==> config.mk <==
export PLATFORM = sky130hd
export DESIGN_NAME = decrypt_run_controller_flat
export DESIGN_NICKNAME = d
export VERILOG_FILES = /design/src/rtl/decrypt_run_controller_pkg.sv /design/src/rtl/decrypt_run_controller_if.sv /design/src/rtl/decrypt_run_controller_watchdog.sv /design/src/rtl/decrypt_run_controller.sv /design/src/flat_wrapper.sv
export SDC_FILE = /design/constraint.sdc
export NUM_CORES = 1
export LEC_CHECK = 0
export CORE_MARGIN = 2
export CORE_UTILIZATION = 52
export CTS_CLUSTER_SIZE = 8
export DETAILED_ROUTE_END_ITERATION = 16
export GPL_ROUTABILITY_DRIVEN = 0
export PLACE_DENSITY_LB_ADDON = 0.2
export RECOVER_POWER = 100
export REMOVE_ABC_BUFFERS = 1
export SLEW_MARGIN = 20
export SYNTH_ARGS = -nofsm -noshare
export SYNTH_HDL_FRONTEND = slang
export SYNTH_SLANG_ARGS = --single-unit
==> constraint.sdc <==
create_clock -name clock -period 4.8 [get_ports clock]
set_clock_uncertainty 0.05 [all_clocks]
set_input_delay 0.72 -clock clock [delete_from_list [all_inputs] [get_ports clock]]
set_output_delay 0.72 -clock clock [all_outputs]
set_load 0.02 [all_outputs]
==> src/rtl/decrypt_run_controller_pkg.sv <==
// Shared types and constants for the decryption run sequencer.
// The char buffer lives at a fixed RAM window; the helpers keep address math in one place.
package decrypt_run_controller_pkg;

  typedef enum logic [2:0] {
    S_IDLE = 3'd0,
    S_LOAD = 3'd1,
    S_PAD  = 3'd2,
    S_CFG  = 3'd3,
    S_EXEC = 3'd4,
    S_DONE = 3'd5,
    S_ERR  = 3'd6
  } state_e;

  localparam logic [1:0]  PROG_EN  = 2'b01;
  localparam logic [1:0]  PROG_BF  = 2'b10;
  localparam logic [11:0] BUF_BASE = 12'd1500;
  localparam logic [6:0]  BUF_LEN  = 7'd108;

  function automatic logic prog_legal(input logic [1:0] prog);
    return (prog == PROG_EN) || (prog == PROG_BF);
  endfunction

  // Wraps silently at 12 bits; with BUF_LEN=108 the top entry is 1607.
  function automatic logic [11:0] buf_addr(input logic [6:0] idx);
    return BUF_BASE + {5'd0, idx};
  endfunction

endpackage

==> src/rtl/decrypt_run_controller_if.sv <==
// Board-I/O and processor-wrapper signals of the run sequencer.
// slave = controller view, master = environment (board I/O + wrapper) view.
interface decrypt_run_controller_if;
  logic        start;
  logic        abort;
  logic [1:0]  prog_in;
  logic [4:0]  shift_in;
  logic        char_valid;
  logic [7:0]  char_data;
  logic        char_ready;
  logic        cpu_done;
  logic        ram_wen;
  logic [11:0] ram_addr;
  logic [31:0] ram_wdata;
  logic        ram_own;
  logic        r6_wen;
  logic [31:0] r6_data;
  logic        cpu_run;
  logic [1:0]  program_sel;
  logic [7:0]  char_count;
  logic        done;
  logic        error;

  modport slave (
    input  start, abort, prog_in, shift_in, char_valid, char_data, cpu_done,
    output char_ready, ram_wen, ram_addr, ram_wdata, ram_own, r6_wen, r6_data,
           cpu_run, program_sel, char_count, done, error
  );

  modport master (
    output start, abort, prog_in, shift_in, char_valid, char_data, cpu_done,
    input  char_ready, ram_wen, ram_addr, ram_wdata, ram_own, r6_wen, r6_data,
           cpu_run, program_sel, char_count, done, error
  );
endinterface

==> src/rtl/decrypt_run_controller_watchdog.sv <==
// EXEC-phase watchdog: counts enabled cycles from zero, flags the last allowed one.
module decrypt_run_controller_watchdog #(
  parameter int unsigned TIMEOUT_CYC = 10000000,
  parameter int unsigned TMR_W       = 24
) (
  input  logic clock,
  input  logic reset,
  input  logic clear,
  input  logic enable,
  output logic expired
);

  localparam logic [TMR_W-1:0] LIMIT = TMR_W'(TIMEOUT_CYC - 32'd1);

  logic [TMR_W-1:0] cnt_q;
  logic [TMR_W-1:0] cnt_d;

  // Next count: saturates at LIMIT so a stalled FSM never wraps back to zero.
  always_comb begin
    if (clear) begin
      cnt_d = {TMR_W{1'b0}};
    end else if (enable && (cnt_q != LIMIT)) begin
      cnt_d = cnt_q + {{(TMR_W-1){1'b0}}, 1'b1};
    end else begin
      cnt_d = cnt_q;
    end
  end

  // Counter register.
  always_ff @(posedge clock or negedge reset) begin
    if (!reset) begin
      cnt_q <= {TMR_W{1'b0}};
    end else begin
      cnt_q <= cnt_d;
    end
  end

  assign expired = enable && (cnt_q == LIMIT);

endmodule

==> src/rtl/decrypt_run_controller.sv <==
// Run sequencer: loads and zero-pads the char buffer, programs r6, runs the CPU under a watchdog.
// Outputs are flops loaded from next-state values, so they line up with the state they describe.
module decrypt_run_controller
  import decrypt_run_controller_pkg::*;
#(
  parameter int unsigned TIMEOUT_CYC = 10000000,
  parameter int unsigned TMR_W       = 24
) (
  input  logic                     clock,
  input  logic                     reset,
  decrypt_run_controller_if.slave  bus
);

  state_e      state_q, state_d;
  logic [6:0]  idx_q, idx_d;
  logic [7:0]  count_q, count_d;
  logic [1:0]  prog_q, prog_d;
  logic [4:0]  shift_q, shift_d;

  logic        wr_en_s;
  logic [11:0] wr_addr_s;
  logic [7:0]  wr_data_s;
  logic        accept_s;
  logic        wd_clear_s;
  logic        wd_en_s;
  logic        expired_s;

  logic        char_ready_q, char_ready_d;
  logic        ram_wen_q, ram_wen_d;
  logic [11:0] ram_addr_q, ram_addr_d;
  logic [7:0]  ram_wdata_q, ram_wdata_d;
  logic        ram_own_q, ram_own_d;
  logic        r6_wen_q, r6_wen_d;
  logic        cpu_run_q, cpu_run_d;
  logic [1:0]  program_sel_q, program_sel_d;
  logic        done_q, done_d;
  logic        error_q, error_d;

  assign accept_s   = bus.char_valid && char_ready_q;
  assign wd_en_s    = (state_q == S_EXEC);
  assign wd_clear_s = (state_q != S_EXEC);

  decrypt_run_controller_watchdog #(
    .TIMEOUT_CYC (TIMEOUT_CYC),
    .TMR_W       (TMR_W)
  ) u_run_watchdog (
    .clock   (clock),
    .reset   (reset),
    .clear   (wd_clear_s),
    .enable  (wd_en_s),
    .expired (expired_s)
  );

  // State, datapath and output registers.
  always_ff @(posedge clock or negedge reset) begin
    if (!reset) begin
      state_q       <= S_IDLE;
      idx_q         <= 7'd0;
      count_q       <= 8'd0;
      prog_q        <= 2'b00;
      shift_q       <= 5'd0;
      char_ready_q  <= 1'b0;
      ram_wen_q     <= 1'b0;
      ram_addr_q    <= 12'd0;
      ram_wdata_q   <= 8'd0;
      ram_own_q     <= 1'b0;
      r6_wen_q      <= 1'b0;
      cpu_run_q     <= 1'b0;
      program_sel_q <= 2'b00;
      done_q        <= 1'b0;
      error_q       <= 1'b0;
    end else begin
      state_q       <= state_d;
      idx_q         <= idx_d;
      count_q       <= count_d;
      prog_q        <= prog_d;
      shift_q       <= shift_d;
      char_ready_q  <= char_ready_d;
      ram_wen_q     <= ram_wen_d;
      ram_addr_q    <= ram_addr_d;
      ram_wdata_q   <= ram_wdata_d;
      ram_own_q     <= ram_own_d;
      r6_wen_q      <= r6_wen_d;
      cpu_run_q     <= cpu_run_d;
      program_sel_q <= program_sel_d;
      done_q        <= done_d;
      error_q       <= error_d;
    end
  end

  // Next state and buffer writer. idx==BUF_LEN in LOAD/PAD is the drain cycle:
  // the final write is on the bus and CFG follows, so r6 is written strictly after it.
  always_comb begin
    state_d   = state_q;
    idx_d     = idx_q;
    count_d   = count_q;
    prog_d    = prog_q;
    shift_d   = shift_q;
    wr_en_s   = 1'b0;
    wr_addr_s = 12'd0;
    wr_data_s = 8'd0;
    if (bus.abort) begin
      state_d = S_IDLE;
      idx_d   = 7'd0;
      count_d = 8'd0;
      prog_d  = 2'b00;
      shift_d = 5'd0;
    end else begin
      case (state_q)
        S_IDLE, S_DONE, S_ERR: begin
          if (bus.start && prog_legal(bus.prog_in)) begin
            state_d = S_LOAD;
            prog_d  = bus.prog_in;
            shift_d = bus.shift_in;
            count_d = 8'd0;
            idx_d   = 7'd0;
          end else if (bus.start) begin
            state_d = S_ERR;
          end else begin
            state_d = state_q;
          end
        end
        S_LOAD: begin
          if (idx_q == BUF_LEN) begin
            state_d = S_CFG;
          end else if (accept_s && (bus.char_data == 8'h00)) begin
            state_d = S_PAD;
          end else if (accept_s) begin
            wr_en_s   = 1'b1;
            wr_addr_s = buf_addr(idx_q);
            wr_data_s = bus.char_data;
            idx_d     = idx_q + 7'd1;
            count_d   = count_q + 8'd1;
          end else begin
            state_d = S_LOAD;
          end
        end
        S_PAD: begin
          if (idx_q == BUF_LEN) begin
            state_d = S_CFG;
          end else begin
            wr_en_s   = 1'b1;
            wr_addr_s = buf_addr(idx_q);
            idx_d     = idx_q + 7'd1;
          end
        end
        S_CFG: begin
          state_d = S_EXEC;
        end
        S_EXEC: begin
          if (bus.cpu_done) begin
            state_d = S_DONE;
          end else if (expired_s) begin
            state_d = S_ERR;
          end else begin
            state_d = S_EXEC;
          end
        end
        default: begin
          state_d = S_IDLE;
        end
      endcase
    end
  end

  // Output decode from the next state.
  always_comb begin
    char_ready_d = (state_d == S_LOAD) && (idx_d < BUF_LEN);
    ram_own_d    = (state_d == S_LOAD) || (state_d == S_PAD);
    r6_wen_d     = (state_d == S_CFG);
    cpu_run_d    = (state_d == S_EXEC);
    done_d       = (state_d == S_DONE);
    error_d      = (state_d == S_ERR);
    ram_wen_d    = wr_en_s;
    ram_addr_d   = wr_addr_s;
    ram_wdata_d  = wr_data_s;
    if ((state_d == S_EXEC) || (state_d == S_DONE)) begin
      program_sel_d = prog_d;
    end else begin
      program_sel_d = 2'b00;
    end
  end

  assign bus.char_ready  = char_ready_q;
  assign bus.ram_wen     = ram_wen_q;
  assign bus.ram_addr    = ram_addr_q;
  assign bus.ram_wdata   = {24'd0, ram_wdata_q};
  assign bus.ram_own     = ram_own_q;
  assign bus.r6_wen      = r6_wen_q;
  assign bus.r6_data     = {27'd0, shift_q};
  assign bus.cpu_run     = cpu_run_q;
  assign bus.program_sel = program_sel_q;
  assign bus.char_count  = count_q;
  assign bus.done        = done_q;
  assign bus.error       = error_q;

endmodule

==> src/flat_wrapper.sv <==
// flat-port wrapper written by rule: the top's interface ports become plain ports
module decrypt_run_controller_flat import decrypt_run_controller_pkg::*;
#(
  parameter int unsigned TIMEOUT_CYC = 10000000,
  parameter int unsigned TMR_W       = 24
)
  (clock, reset, bus_start, bus_abort, bus_prog_in, bus_shift_in, bus_char_valid, bus_char_data, bus_cpu_done, bus_char_ready, bus_ram_wen, bus_ram_addr, bus_ram_wdata, bus_ram_own, bus_r6_wen, bus_r6_data, bus_cpu_run, bus_program_sel, bus_char_count, bus_done, bus_error);
  decrypt_run_controller_if bus_i ();
  input  logic clock;
  input  logic reset;
  input wire logic [$bits(bus_i.start)-1:0] bus_start;
  input wire logic [$bits(bus_i.abort)-1:0] bus_abort;
  input wire logic [$bits(bus_i.prog_in)-1:0] bus_prog_in;
  input wire logic [$bits(bus_i.shift_in)-1:0] bus_shift_in;
  input wire logic [$bits(bus_i.char_valid)-1:0] bus_char_valid;
  input wire logic [$bits(bus_i.char_data)-1:0] bus_char_data;
  input wire logic [$bits(bus_i.cpu_done)-1:0] bus_cpu_done;
  output wire logic [$bits(bus_i.char_ready)-1:0] bus_char_ready;
  output wire logic [$bits(bus_i.ram_wen)-1:0] bus_ram_wen;
  output wire logic [$bits(bus_i.ram_addr)-1:0] bus_ram_addr;
  output wire logic [$bits(bus_i.ram_wdata)-1:0] bus_ram_wdata;
  output wire logic [$bits(bus_i.ram_own)-1:0] bus_ram_own;
  output wire logic [$bits(bus_i.r6_wen)-1:0] bus_r6_wen;
  output wire logic [$bits(bus_i.r6_data)-1:0] bus_r6_data;
  output wire logic [$bits(bus_i.cpu_run)-1:0] bus_cpu_run;
  output wire logic [$bits(bus_i.program_sel)-1:0] bus_program_sel;
  output wire logic [$bits(bus_i.char_count)-1:0] bus_char_count;
  output wire logic [$bits(bus_i.done)-1:0] bus_done;
  output wire logic [$bits(bus_i.error)-1:0] bus_error;
  assign bus_i.start = bus_start;
  assign bus_i.abort = bus_abort;
  assign bus_i.prog_in = bus_prog_in;
  assign bus_i.shift_in = bus_shift_in;
  assign bus_i.char_valid = bus_char_valid;
  assign bus_i.char_data = bus_char_data;
  assign bus_i.cpu_done = bus_cpu_done;
  assign bus_char_ready = bus_i.char_ready;
  assign bus_ram_wen = bus_i.ram_wen;
  assign bus_ram_addr = bus_i.ram_addr;
  assign bus_ram_wdata = bus_i.ram_wdata;
  assign bus_ram_own = bus_i.ram_own;
  assign bus_r6_wen = bus_i.r6_wen;
  assign bus_r6_data = bus_i.r6_data;
  assign bus_cpu_run = bus_i.cpu_run;
  assign bus_program_sel = bus_i.program_sel;
  assign bus_char_count = bus_i.char_count;
  assign bus_done = bus_i.done;
  assign bus_error = bus_i.error;
  decrypt_run_controller #(.TIMEOUT_CYC(TIMEOUT_CYC), .TMR_W(TMR_W)) u_core (.clock(clock), .reset(reset), .bus(bus_i));
endmodule
==> flow_summary.json <==
{
  "die_w_um": 92.7,
  "synth_mux_area_share_pct": 2.75,
  "ys_warn_count": 0,
  "synth_top_family_by_area": "simple AND/OR/NAND/NOR gates",
  "cts-buffers-inserted": 9,
  "finalCriticalPeriod_ns": 3.40,
  "num_vias": 3058,
  "synth_edf_count": 0,
  "postCtsResizedCells": 0,
  "rows": 32,
  "synth_xor_area_share_pct": 6.21,
  "rsz0062_at_grt": "false",
  "yosysSeqAreaShare_pct": 46.5,
  "cts_root_buf": "clkbuf_8",
  "grt_pass1_wl_mm": 13.5,
  "min_path_cells": 2,
  "rr_endpoint": "u_core.bus.char_ready",
  "hpwl_mm": 5.64,
  "violations": "capacitance limit, slew limit",
  "clkTransAtPathRegs_ns": 0.07,
  "post_drt_via_cell_ratio": 5.22,
  "fin_nets": 508,
  "rr_worst_depth": 6,
  "p_leak_nw": 2.25,
  "synth_compound_area_share_pct": 8.87,
  "postRouteAntennaNets": 0,
  "setup_tns_ns": 0,
  "die_h_um": 92.7,
  "clk_latency_ns": 0.35,
  "synth_top_cells_by_count": "76 x dfrtp_1, 54 x nor2_1, 53 x buf_4",
  "synth_cells": 423,
  "synth_cell_type_count": 54,
  "maxSlewHeadroom_pct": -20.1,
  "power.density_nw_per_um2": 315,
  "fp.dieArea_um2": 8600,
  "crit_required_ns": 4.95,
  "initial_core_util_pct": 53.2,
  "grt_max_degree": 77,
  "final_core_util_pct": 61.3,
  "status": "finished, violations left",
  "path_max_fanout": 9,
  "hp-class": "reg2reg",
  "antenna_cells": 0,
  "grt_pass1_vias": 2950,
  "drive_gt1_share_pct": 3.93,
  "start_kind": "input port",
  "wl_per_cell_um": 13.6,
  "cts_tree": "done",
  "track_usage_pct": 19.7,
  "core_region_area_um2": 7690,
  "async_flop_share_pct": 100,
  "worstMarginPinSlew_ns": 1.80,
  "cp-end-kind": "flop",
  "syn2layout_area_growth_pct": 15.1,
  "post-route-period-util_pct": 70.8,
  "hold_viol_final": 0,
  "nFillCells": 670,
  "worstHoldStart": "u_core.shift_q[1]",
  "clock-sinks": 76,
  "drcViolationCount": 0,
  "maxCapViolations": 1,
  "arrival_ns": 3.55,
  "ios": 114,
  "htree_levels": 3,
  "yosysMostFrequentCell": "dfrtp_1",
  "setup_violations": 0,
  "finalMaxSlewViolations": 77,
  "netlist.area_leader.share_pct": 46.5,
  "ys_ff_latch": 76,
  "routed_wl_mm": 7.97,
  "cts_buffer_depth": 2,
  "holdBufCountCts": 0,
  "vdd_drop_max_v": 0.000163,
  "first_pass_iters": 4,
  "synth-simple-area-share_pct": 20.8,
  "yosys-top-cells-area": "dfrtp_1 46%, buf_4 9.7%, nor2_1 5.0%",
  "reg2reg_from": "u_core.state_q[1]",
  "timing.fmax_mhz": 294,
  "drt_iter0_markers": 167,
  "synth_ff_type": "dfrtp_1",
  "synthAdderAreaFrac_pct": 2.08,
  "netlist_area_um2": 4090,
  "crit_type": "in2reg",
  "io_buffers": 61,
  "cts_setup_buffers": 0,
  "r2r_slack_ns": 1.92,
  "syn_avg_cell_area_um2": 9.68,
  "min_to": "u_core.shift_q[1]",
  "synth_top_area_cell": "dfrtp_1",
  "overflow": 0,
  "grt_antenna_before_repair": 0
}
[critical path, cell delays in order]
cell	delay, ns
dlygate4sd3_1	0.55
nor4_1	0.76
a21oi_1	0.25
a211oi_1	0.37
o221ai_1	0.42
nand4_1	0.25
xor2_1	0.17
nor2_1	0.06
[where the power goes]
part | switching, mW | internal (mW) | leakage, nW | total [mW]
combinational | 0.229 | 0.128 | 1.12 | 0.357
sequential | 0.0413 | 0.676 | 1.05 | 0.717
clock | 0.213 | 0.196 | 0.0783 | 0.409
total | 0.484 | 0.999 | 2.25 | 1.48
[cell families after synthesis]
logic type,Yosys count
and+or+nand+nor,166
other,1
DFF,76
xor gates and xnor gates,29
muxes,10
adders and majority gates,7
buffers and inverters,81
AOI/OAI and AO/OA,53
[layer usage]
metal | track usage, % | vias to the layer above | part of all wire (%)
met5 | 0 | - | 0
met4 | 6.37 | 0 | 0.97
met3 | 5.61 | 7 | 6.7
met2 | 31.0 | 116 | 48
met1 | 26.4 | 1479 | 44
li1 | - | 1456 | -
[state kept, by name, indices dropped and copies added, names as in the netlist, 2 cells and up]
register                     flops
u_core.bus.char_count            8
u_core.idx_q                     7
u_core.u_run_watchdog.cnt_q     24
u_core.bus.ram_addr             11
u_core.state_q                   3
u_core.shift_q                   5
u_core.bus.program_sel           2
u_core.ram_wdata_q               8
u_core.prog_q                    2
[layout by cell type (no fill, tap or decap), types with 9 or more instances in the layout]
master	Yosys	final
nand2_1	20	21
xnor2_1	13	13
conb_1	1	52
mux2i_1	9	9
and3_1	15	15
dfrtp_1	76	76
nand4_1	10	10
a21oi_1	15	15
nand3_1	13	13
inv_1	15	15
nor2_1	54	54
clkdlybuf4s50_1	0	17
dlygate4sd3_1	0	43
clkbuf_8	0	10
o21ai_0	12	12
nor3_1	12	12
xor2_1	16	16
[through the flow]
step / std cells / worst slack, ns / area (um2) / total power, mW / hold slack, ns
4_1_cts: 586 / 1.68 / 4720 / 1.51 / 0.486
3_5_place_dp: 572 / 1.34 / 4560 / 1.10 / 0.464
3_3_place_gp: 572 / 1.45 / 4560 / 1.09 / 0.454
5_1_grt: 586 / 1.14 / 4710 / 1.57 / 0.515
6_report: 586 / 1.40 / 4710 / 1.48 / 0.476
2_1_floorplan: 408 / 2.31 / 3820 / 0.960 / 0.374
[worst max-delay path by stage]
stage,from,end,slack [ns],cells after the start
6_report,bus_char_data[1],u_core.bus.char_count[4],1.40,8
5_1_grt,bus_char_data[1],u_core.bus.char_count[4],1.14,8
4_1_cts,bus_char_data[1],u_core.bus.char_count[4],1.68,8
3_5_place_dp,bus_char_data[1],u_core.bus.char_count[7],1.34,8
3_3_place_gp,bus_char_data[1],u_core.bus.char_count[7],1.45,8
2_1_floorplan,bus_char_data[1],u_core.bus.char_count[6],2.31,7
[area by class of cell]
type,instances,area (um2),area share [%]
clock buffer,12,145,3.08
clock inverter,2,12.5,0.266
inverter,15,56.3,1.20
multi-input combinational,317,1850,39.3
sequential,76,1900,40.4
tap,102,128,2.71
timing repair buffer,62,613,13.0
No activity file was read; power rests on OpenSTA's default activity.
